`config.mk`:
```
export PLATFORM = sky130hd
export DESIGN_NAME = uart_rx_core_flat
export DESIGN_NICKNAME = d
export VERILOG_FILES = /design/src/rtl/uart_pkg.sv /design/src/rtl/uart_rx_core_if.sv /design/src/rtl/uart_rx_core_sync.sv /design/src/rtl/uart_rx_core.sv /design/src/flat_wrapper.sv
export SDC_FILE = /design/constraint.sdc
export NUM_CORES = 1
export LEC_CHECK = 0
export CAP_MARGIN = 20
export CORE_MARGIN = 10
export CORE_UTILIZATION = 50
export CTS_CLUSTER_DIAMETER = 200
export DETAILED_ROUTE_END_ITERATION = 8
export PLACE_DENSITY = 0.72
export SLEW_MARGIN = 40
export SYNTH_ARGS = -nofsm -noshare
export SYNTH_HDL_FRONTEND = slang
export SYNTH_SLANG_ARGS = --single-unit
```
`constraint.sdc`:
```
create_clock -name i_clk -period 4.8 [get_ports i_clk]
set_input_delay 0.96 -clock i_clk [delete_from_list [all_inputs] [get_ports i_clk]]
set_output_delay 0.96 -clock i_clk [all_outputs]
set_load 0.05 [all_outputs]
```
`src/rtl/uart_pkg.sv`:
```
// Shared UART definitions: FSM state encoding and counter-width helper.
// Used by the receiver today and intended for the transmitter as well.
package uart_pkg;

    typedef enum logic [2:0] {
        ST_IDLE   = 3'd0,
        ST_START  = 3'd1,
        ST_DATA   = 3'd2,
        ST_PARITY = 3'd3,
        ST_STOP   = 3'd4
    } uart_state_e;

    // Bits needed to count 0..n-1, never less than one bit.
    function automatic int unsigned cnt_width(input int unsigned n);
        return (n < 2) ? 1 : $clog2(n);
    endfunction

endpackage

```
`src/rtl/uart_rx_core_if.sv`:
```
// Serial line, sample tick and character-completion bundle of the UART receiver.
interface uart_rx_core_if #(
    parameter int unsigned DATA_BITS = 8
) ();

    logic                 i_rx;
    logic                 i_sample_tick;
    logic                 o_enq_rxq;
    logic [DATA_BITS-1:0] o_data;
    logic                 o_frame_err;
    logic                 o_parity_err;
    logic                 o_busy;

    modport slave (
        input  i_rx,
        input  i_sample_tick,
        output o_enq_rxq,
        output o_data,
        output o_frame_err,
        output o_parity_err,
        output o_busy
    );

    modport master (
        output i_rx,
        output i_sample_tick,
        input  o_enq_rxq,
        input  o_data,
        input  o_frame_err,
        input  o_parity_err,
        input  o_busy
    );

endinterface

```
`src/rtl/uart_rx_core_sync.sv`:
```
// Two-flop synchroniser with a configurable reset value (serial RX, CTS).
module rx_sync #(
    parameter logic RST_VAL = 1'b1
) (
    input  logic i_clk,
    input  logic i_rst,
    input  logic i_d,
    output logic o_q
);

    logic r_meta;
    logic r_sync;

    // Metastability filter: two flops in series.
    always_ff @(posedge i_clk or posedge i_rst) begin
        if (i_rst) begin
            r_meta <= RST_VAL;
            r_sync <= RST_VAL;
        end else begin
            r_meta <= i_d;
            r_sync <= r_meta;
        end
    end

    assign o_q = r_sync;

endmodule

```
`src/rtl/uart_rx_core.sv`:
```
// Oversampling UART receive engine: start validation, data/parity/stop
// sampling at bit centres, one-cycle enqueue pulse per character.
// Optional parity bit enabled by defining UART_RX_PARITY_EN.
module uart_rx_core
    import uart_pkg::*;
#(
    parameter int unsigned DATA_BITS  = 8,
    parameter int unsigned OVERSAMPLE = 16,
    parameter int unsigned STOP_BITS  = 1,
    parameter int unsigned PARITY_ODD = 0
) (
    input  logic           i_clk,
    input  logic           i_rst,
    uart_rx_core_if.slave  rx_if
);

    localparam int unsigned CW = cnt_width(OVERSAMPLE);
    localparam int unsigned BW = cnt_width(DATA_BITS + 1);

`ifdef UART_RX_PARITY_EN
    localparam logic PAR_EN = 1'b1;
`else
    localparam logic PAR_EN = 1'b0;
`endif

    localparam logic [CW-1:0] CNT_HALF  = CW'(OVERSAMPLE / 2 - 1);
    localparam logic [CW-1:0] CNT_LAST  = CW'(OVERSAMPLE - 1);
    localparam logic [BW-1:0] BIT_LAST  = BW'(DATA_BITS - 1);
    localparam logic [BW-1:0] STOP_LAST = BW'(STOP_BITS - 1);
    localparam logic          PAR_ODD   = 1'(PARITY_ODD);

    uart_state_e          r_state,      w_state_nxt;
    logic [CW-1:0]        r_cnt,        w_cnt_nxt;
    logic [BW-1:0]        r_bitcnt,     w_bitcnt_nxt;
    logic [DATA_BITS-1:0] r_shift,      w_shift_nxt;
    logic                 r_armed,      w_armed_nxt;
    logic                 r_ferr,       w_ferr_nxt;
    logic                 r_perr,       w_perr_nxt;
    logic                 r_enq,        w_enq_nxt;
    logic [DATA_BITS-1:0] r_data,       w_data_nxt;
    logic                 r_frame_err,  w_frame_err_nxt;
    logic                 r_parity_err, w_parity_err_nxt;
    logic                 r_busy,       w_busy_nxt;

    logic w_rx_s;
    logic w_tick;
    logic w_at_last;
    logic w_stop_ferr;

    rx_sync #(
        .RST_VAL (1'b1)
    ) u_rx_sync (
        .i_clk (i_clk),
        .i_rst (i_rst),
        .i_d   (rx_if.i_rx),
        .o_q   (w_rx_s)
    );

    assign w_tick      = rx_if.i_sample_tick;
    assign w_at_last   = w_tick && (r_cnt == CNT_LAST);
    assign w_stop_ferr = r_ferr | ~w_rx_s;

    // Next-state, counter, datapath and output decode.
    always_comb begin
        w_state_nxt      = r_state;
        w_cnt_nxt        = r_cnt;
        w_bitcnt_nxt     = r_bitcnt;
        w_shift_nxt      = r_shift;
        w_armed_nxt      = r_armed;
        w_ferr_nxt       = r_ferr;
        w_perr_nxt       = r_perr;
        w_enq_nxt        = 1'b0;
        w_data_nxt       = r_data;
        w_frame_err_nxt  = r_frame_err;
        w_parity_err_nxt = r_parity_err;

        unique case (r_state)
            ST_IDLE: begin
                w_cnt_nxt    = '0;
                w_bitcnt_nxt = '0;
                if (w_rx_s) begin
                    w_armed_nxt = 1'b1;
                end else if (r_armed) begin
                    w_state_nxt = ST_START;
                end
            end

            ST_START: begin
                if (w_tick) begin
                    if (r_cnt == CNT_HALF) begin
                        w_cnt_nxt    = '0;
                        w_bitcnt_nxt = '0;
                        if (!w_rx_s) begin
                            w_state_nxt = ST_DATA;
                            w_ferr_nxt  = 1'b0;
                            w_perr_nxt  = 1'b0;
                        end else begin
                            w_state_nxt = ST_IDLE;
                        end
                    end else begin
                        w_cnt_nxt = r_cnt + CW'(1);
                    end
                end
            end

            ST_DATA: begin
                if (w_tick) begin
                    w_cnt_nxt = r_cnt + CW'(1);
                end
                if (w_at_last) begin
                    w_shift_nxt = {w_rx_s, r_shift[DATA_BITS-1:1]};
                    if (r_bitcnt == BIT_LAST) begin
                        w_bitcnt_nxt = '0;
                        w_state_nxt  = PAR_EN ? ST_PARITY : ST_STOP;
                    end else begin
                        w_bitcnt_nxt = r_bitcnt + BW'(1);
                    end
                end
            end

            ST_PARITY: begin
                if (w_tick) begin
                    w_cnt_nxt = r_cnt + CW'(1);
                end
                if (w_at_last) begin
                    w_perr_nxt  = (^r_shift) ^ w_rx_s ^ PAR_ODD;
                    w_state_nxt = ST_STOP;
                end
            end

            ST_STOP: begin
                if (w_tick) begin
                    w_cnt_nxt = r_cnt + CW'(1);
                end
                if (w_at_last) begin
                    w_ferr_nxt = w_stop_ferr;
                    if (r_bitcnt == STOP_LAST) begin
                        w_state_nxt      = ST_IDLE;
                        w_cnt_nxt        = '0;
                        w_bitcnt_nxt     = '0;
                        w_enq_nxt        = 1'b1;
                        w_data_nxt       = r_shift;
                        w_frame_err_nxt  = w_stop_ferr;
                        w_parity_err_nxt = r_perr & PAR_EN;
                        // A broken frame must see idle-high before the next start.
                        if (w_stop_ferr) begin
                            w_armed_nxt = 1'b0;
                        end
                    end else begin
                        w_bitcnt_nxt = r_bitcnt + BW'(1);
                    end
                end
            end

            default: begin
                w_state_nxt = ST_IDLE;
            end
        endcase

        w_busy_nxt = (w_state_nxt != ST_IDLE);
    end

    // State, counters, datapath and registered outputs.
    always_ff @(posedge i_clk or posedge i_rst) begin
        if (i_rst) begin
            r_state      <= ST_IDLE;
            r_cnt        <= '0;
            r_bitcnt     <= '0;
            r_shift      <= '0;
            r_armed      <= 1'b0;
            r_ferr       <= 1'b0;
            r_perr       <= 1'b0;
            r_enq        <= 1'b0;
            r_data       <= '0;
            r_frame_err  <= 1'b0;
            r_parity_err <= 1'b0;
            r_busy       <= 1'b0;
        end else begin
            r_state      <= w_state_nxt;
            r_cnt        <= w_cnt_nxt;
            r_bitcnt     <= w_bitcnt_nxt;
            r_shift      <= w_shift_nxt;
            r_armed      <= w_armed_nxt;
            r_ferr       <= w_ferr_nxt;
            r_perr       <= w_perr_nxt;
            r_enq        <= w_enq_nxt;
            r_data       <= w_data_nxt;
            r_frame_err  <= w_frame_err_nxt;
            r_parity_err <= w_parity_err_nxt;
            r_busy       <= w_busy_nxt;
        end
    end

    assign rx_if.o_enq_rxq    = r_enq;
    assign rx_if.o_data       = r_data;
    assign rx_if.o_frame_err  = r_frame_err;
    assign rx_if.o_parity_err = r_parity_err;
    assign rx_if.o_busy       = r_busy;

endmodule

```
`src/flat_wrapper.sv`:
```
// flat-port wrapper written by rule: the top's interface ports become plain ports
module uart_rx_core_flat import uart_pkg::*;
#(
    parameter int unsigned DATA_BITS  = 8,
    parameter int unsigned OVERSAMPLE = 16,
    parameter int unsigned STOP_BITS  = 1,
    parameter int unsigned PARITY_ODD = 0
)
  (i_clk, i_rst, rx_if_i_rx, rx_if_i_sample_tick, rx_if_o_enq_rxq, rx_if_o_data, rx_if_o_frame_err, rx_if_o_parity_err, rx_if_o_busy);
  uart_rx_core_if #(.DATA_BITS(DATA_BITS)) rx_if_i ();
  input  logic i_clk;
  input  logic i_rst;
  input wire logic [$bits(rx_if_i.i_rx)-1:0] rx_if_i_rx;
  input wire logic [$bits(rx_if_i.i_sample_tick)-1:0] rx_if_i_sample_tick;
  output wire logic [$bits(rx_if_i.o_enq_rxq)-1:0] rx_if_o_enq_rxq;
  output wire logic [$bits(rx_if_i.o_data)-1:0] rx_if_o_data;
  output wire logic [$bits(rx_if_i.o_frame_err)-1:0] rx_if_o_frame_err;
  output wire logic [$bits(rx_if_i.o_parity_err)-1:0] rx_if_o_parity_err;
  output wire logic [$bits(rx_if_i.o_busy)-1:0] rx_if_o_busy;
  assign rx_if_i.i_rx = rx_if_i_rx;
  assign rx_if_i.i_sample_tick = rx_if_i_sample_tick;
  assign rx_if_o_enq_rxq = rx_if_i.o_enq_rxq;
  assign rx_if_o_data = rx_if_i.o_data;
  assign rx_if_o_frame_err = rx_if_i.o_frame_err;
  assign rx_if_o_parity_err = rx_if_i.o_parity_err;
  assign rx_if_o_busy = rx_if_i.o_busy;
  uart_rx_core #(.DATA_BITS(DATA_BITS), .OVERSAMPLE(OVERSAMPLE), .STOP_BITS(STOP_BITS), .PARITY_ODD(PARITY_ODD)) u_core (.i_clk(i_clk), .i_rst(i_rst), .rx_if(rx_if_i));
endmodule
```
---- Yosys cells after proc, flatten, opt, wreduce, memory -nomap -nowiden ----
Cells that the tools add are included.
operators by class
  add/subtract/negate cells ............... 2
  equal/unequal tests ..................... 15
  muxes and demuxes ....................... 37
  bitwise operators ....................... 2
  reduce and logical (&&, ||, !) cells .... 15
operator list
  operator                                               number
  two-way mux 4 bit                                      11
  case mux 4 bit (4 select lines)                        2
  two-way mux 3 bit                                      9
  case mux 3 bit (5 select lines)                        1
  AND reduction 5 bit                                    3
  two-way mux 1 bit                                      11
  inequality test 2 x 1 -> 1 bit, second input constant  5
  adder 4 x 1 -> 4 bit, second input constant            2
  equality test 4 x 3 -> 1 bit, second input constant    2
  nonzero test 4 bit                                     2
  equality test 3 x 2 -> 1 bit, second input constant    2
  inequality test 2 bit, second input constant           3
  equality test 4 bit, second input constant             1
  logical NOT 4 bit                                      1
  case mux 1 bit (2 select lines)                        2
  AND reduction 2 bit                                    2
  nonzero test 2 bit                                     2
  equality test 3 x 1 -> 1 bit, second input constant    1
  equality test 3 bit, second input constant             1
  logical NOT 3 bit                                      1
  AND reduction 3 bit                                    1
  nonzero test 3 bit                                     1
  two-way mux 2 bit                                      1
  OR reduction 2 bit                                     1
  other kinds (3)                                        3
storage, ports and cells
  register bits ........................... 34
  input bits .............................. 4
  output and inout bits ................... 12
  logic and storage cells ................. 83

---- Logic depth before layout (Yosys ltp) ----
  depth in word-level cells ............... 6
  gate-level depth with buffers ........... 7
  gate-level depth less buffers ........... 6

---- By module ----
Synthesis repeated with hierarchy kept, for this count alone.
unflattened totals
  cells, all modules ...................... 154
  area total of the unflattened synthesis .. 1704.1 µm²
by module, submodules not included
  module        times used  cells an instance  area each (µm²)  sequential area each (µm²)
  uart_rx_core  1           151                1647.8           800.8
  rx_sync       1           3                  56.3             52.6

---- Worst setup path before layout ----
Ideal clock, no wire load.
  path kind ............................... input-to-reg
  from .................................... input port rx_if_i_sample_tick
  to ...................................... register u_core.r_bitcnt[0]
  setup time .............................. 125 ps
  data arrival time ....................... 1823 ps
  required time ........................... 4675 ps
  path slack .............................. 2853 ps
  stages on the path ...................... 5
  path buffers ............................ 1
  cells stage by stage .................... and4_1 -> buf_6 -> a22oi_2 -> a21boi_1 -> mux2_2
on the way
  longest elaborated chain between the ends .. 3
  elaborated cells on any way between the ends .. 5
  those cells by class .................... eq/ne: 3; reduce/logical: 2
ends and longest elaborated chain
  element                                   line                 source
  start: declaration                        flat_wrapper.sv:14   input wire logic [$bits(rx_if_i.i_sample_tick)-1:0] rx_if_i_sample_tick;
  logical AND 1 bit                         uart_rx_core.sv:60   assign w_at_last = w_tick && (r_cnt == CNT_LAST);
  inequality test 2 x 1 -> 1 bit (no line)  n/a
  AND reduction 5 bit (no line) *           n/a
  end signal: assignment                    uart_rx_core.sv:181  r_bitcnt <= w_bitcnt_nxt;
  end: declaration                          uart_rx_core.sv:34   logic [BW-1:0] r_bitcnt, w_bitcnt_nxt;
Every way passes the cells marked *; elsewhere a longest branch is shown, timed or not.
A chain may end at the register's enable or synchronous reset.

---- Final worst setup path ----
  from .................................... register u_core.r_data[6], in the netlist u_core.rx_if.o_data[6]
  to ...................................... output port rx_if_o_data[6]
RTL lines
  element                   line                 source
  start: declaration        uart_rx_core.sv:40   logic [DATA_BITS-1:0] r_data, w_data_nxt;
  start signal: assignment  uart_rx_core.sv:187  r_data <= w_data_nxt;
  end: declaration          flat_wrapper.sv:16   output wire logic [$bits(rx_if_i.o_data)-1:0] rx_if_o_data;
No word-level cell between the ends.

==> results.yml <==
run_status:
  status: "completed"
clock_tree:
  post_cts_resized: 0
  root_buffer: "clkbuf_4"
  cts.sinks: 34
  holdBufCountCts: 0
  post_cts_buffers: 0
  clk_latency_ps: 350
  tritoncts: "done"
  cts_buffer_depth: 2
  htreeDepth: 2
  cts.clk_slew.worst_paths_ps: 110
  cts_buffers: 5
place:
  dp.cells: 198
  io_buffer_count: 14
  hpwl_mm: 2.263
  gp_congestion: 0.8297
detailed_routing:
  drt-met1-wl_mm: 1.334
  drt_iter0_markers: 110
  wirelength_mm: 3.069
  avgRoutedWirePerCell_um: 14.90
  wl_met2_mm: 1.464
  vias: 1163
  wl_met3_um: 216
  avgViaCountPerCell: 5.646
  first_pass_iters: 4
  top_layer: "met4"
  drtAntennaViolNets: 0
  drc: 0
grt:
  grt_pass1_vias: 1173
  grt_pass1_wl_mm: 5.382
  grt_max_degree: 35
  grt_usage_pct: 10.78
  overflow: 0
  grt_antenna_before_repair: 0
yosys:
  synth_common_cells: "32 x dfrtp_1, 11 x mux2_2, 10 x o21ai_0"
  avgSynthCellArea_um2: 11.99
  synth.top_cells.by_area: "dfrtp_1 46%, mux2_2 7.2%, mux2_4 5.2%, dfstp_2 3.0%, o21ai_0 2.9%"
  synthFlopType: "dfrtp_1"
  yosysMostFrequentCell: "dfrtp_1"
  ys_seq_elements: 34
  ys_seq_area_share_pct: 49.42
  ys_warn_count: 0
  yosysTopAreaCell: "dfrtp_1"
  synthArstFlopShare_pct: 100.0
  syn_nets: 151
  synth.distinct_cells: 51
  syn_inst: 144
  syn_area_mm2: 0.001727
  synth_top_cell_area_share_pct: 46.38
  synth_edf_count: 0
power_and_ir_drop:
  power_frac_comb_pct: 24.3
  intPower_w: 0.0004569
  p_total_w: 0.0007089
  power.switching_w: 0.0002520
  p_seq_share_pct: 51.6
  p_leak_nw: 0.8751
  peakVddDrop_v: 0.0001623
  clockPowerShare_pct: 24.1
  pwr_density_cell_mw_per_mm2: 365.3
  sw_frac_of_total_pct: 35.55
die:
  start_util_pct: 51.74
  die_h_um: 78.77
  rows: 21
  fp.dieW_um: 78.77
  core_area_mm2: 0.003337
  pin_count: 16
  die-area_mm2: 0.006204
setup_path:
  worstSetupEndpointType: "primary output"
  rr_endpoint: "u_core.rx_if.o_data[2]"
  setup.worst_path.class: "register to primary output"
  critical_path.max_stage_delay_ps: 810
  crit_chain: "clkdlybuf4s50_1"
  r2r-start: "u_core.r_cnt[0]"
  critPathMaxFanout: 2
  critPathSlowestCell: "clkdlybuf4s50_1"
  regToRegSetupSlack_ps: 2900
  cp_data_required_time_ps: 3840
  cp_top_family: "buffers and inverters"
  cp.arrival_ps: 1540
  start_kind: "register"
  reg2regPathDepth: 4
  crit_buf_inv: 1
job:
  drv_cap: 0
min_path:
  hold_path.class: "register to register"
  min-delay-start: "u_core.u_rx_sync.r_meta"
  holdPathStages: 0
  hold_end: "u_core.u_rx_sync.o_q"
timing:
  period_minus_slack_ps: 2501
  clock_skew_ps: 7.279
  report.final.slew_viol_count: 0
  clock.fmax_mhz: 399.8
  tns_ps: 0
  worst_pin_slew_ps: 549.3
  setup_violations: 0
  relSlewSlack_pct: 63.38
  period_share_pct: 52.11
  rsz0062_at_grt: "false"
  hold_violations: 0
cells_and_area:
  n_antenna_cell: 0
  fin_nets: 166
  layout-drive-gt1-share_pct: 25.62
  final_cells: 206
  area_growth_pct: 12.39
cells by family after synthesis:
logic type,after synthesis,share of synthesized area [%]
other,1,0.2172
muxes,17,12.39
AOI/OAI and AO/OA,32,13.12
adders and majority gates,3,2.174
DFF,34,49.42
and+or+nand+nor,41,16.96
buffers and inverters,14,4.710
xor gates and xnor gates,2,1.015
power by group through the flow:
stage | clock (W) | combinational (W) | sequential (W)
2_1_floorplan | 0 | 0.000147 | 0.000358
3_3_place_gp | 0 | 0.000166 | 0.000370
3_5_place_dp | 0 | 0.000173 | 0.000370
4_1_cts | 0.000179 | 0.000173 | 0.000365
5_1_grt | 0.000190 | 0.000196 | 0.000374
6_report | 0.000171 | 0.000173 | 0.000366
area by class of cell:
cell class                      count  area, µm²
Inverter                            7      26.28
Fill cell                         285       1396
Tap cell                           46      57.56
Multi-Input combinational cell     96      792.0
Clock inverter                      2      12.51
Sequential cell                    34      853.3
Timing Repair Buffer               15      147.6
Clock buffer                        6      51.30
metrics by stage:
step,worst slack (ps),util [%],area [µm²],hold WS (ps)
2_1_floorplan,2853,-,1727,345.2
3_3_place_gp,2049,56.24,1877,346.3
3_5_place_dp,1995,56.24,1877,350.1
4_1_cts,2272,58.16,1941,365.6
5_1_grt,2248,58.16,1941,367.8
6_report,2299,58.16,1941,363.3
state kept, by name, indices dropped and copies added (netlist names):
register and cells:
u_core.r_shift 8, u_core.rx_if.o_data 8, u_core.r_bitcnt 4, u_core.r_cnt 4, u_core.r_state 3, u_core.r_armed 1
u_core.r_ferr 1, u_core.rx_if.o_busy 1, u_core.rx_if.o_enq_rxq 1, u_core.rx_if.o_frame_err 1, u_core.u_rx_sync.o_q 1, u_core.u_rx_sync.r_meta 1
metal layers:
metal	vias up	global-route usage, %
li1	548	-
met3	6	4.842
met1	580	12.82
met2	29	16.69
met4	0	4.301
met5	-	0
cells in the final DEF (no fill, tap or decap), drive strengths merged, types with 3 or more instances in the layout:
cell / count
a21oi: 6
clkbuf: 6
clkdlybuf4s50: 14
dfrtp: 32
ha: 3
inv: 7
mux2: 17
nand2: 6
nand3: 7
nor2: 9
o21ai: 11
worst max-delay path by stage:
stage | from | end | cells after the start
floorplan | rx_if_i_sample_tick | u_core.r_bitcnt[0] | 5
CTS | u_core.rx_if.o_data[6] | rx_if_o_data[6] | 1
global route | u_core.rx_if.o_data[6] | rx_if_o_data[6] | 1
global placement | rx_if_i_sample_tick | u_core.rx_if.o_data[2] | 4
finish | u_core.rx_if.o_data[6] | rx_if_o_data[6] | 1
detailed placement | rx_if_i_sample_tick | u_core.rx_if.o_data[6] | 4
Note: power is estimated with default switching activity, not from simulation.
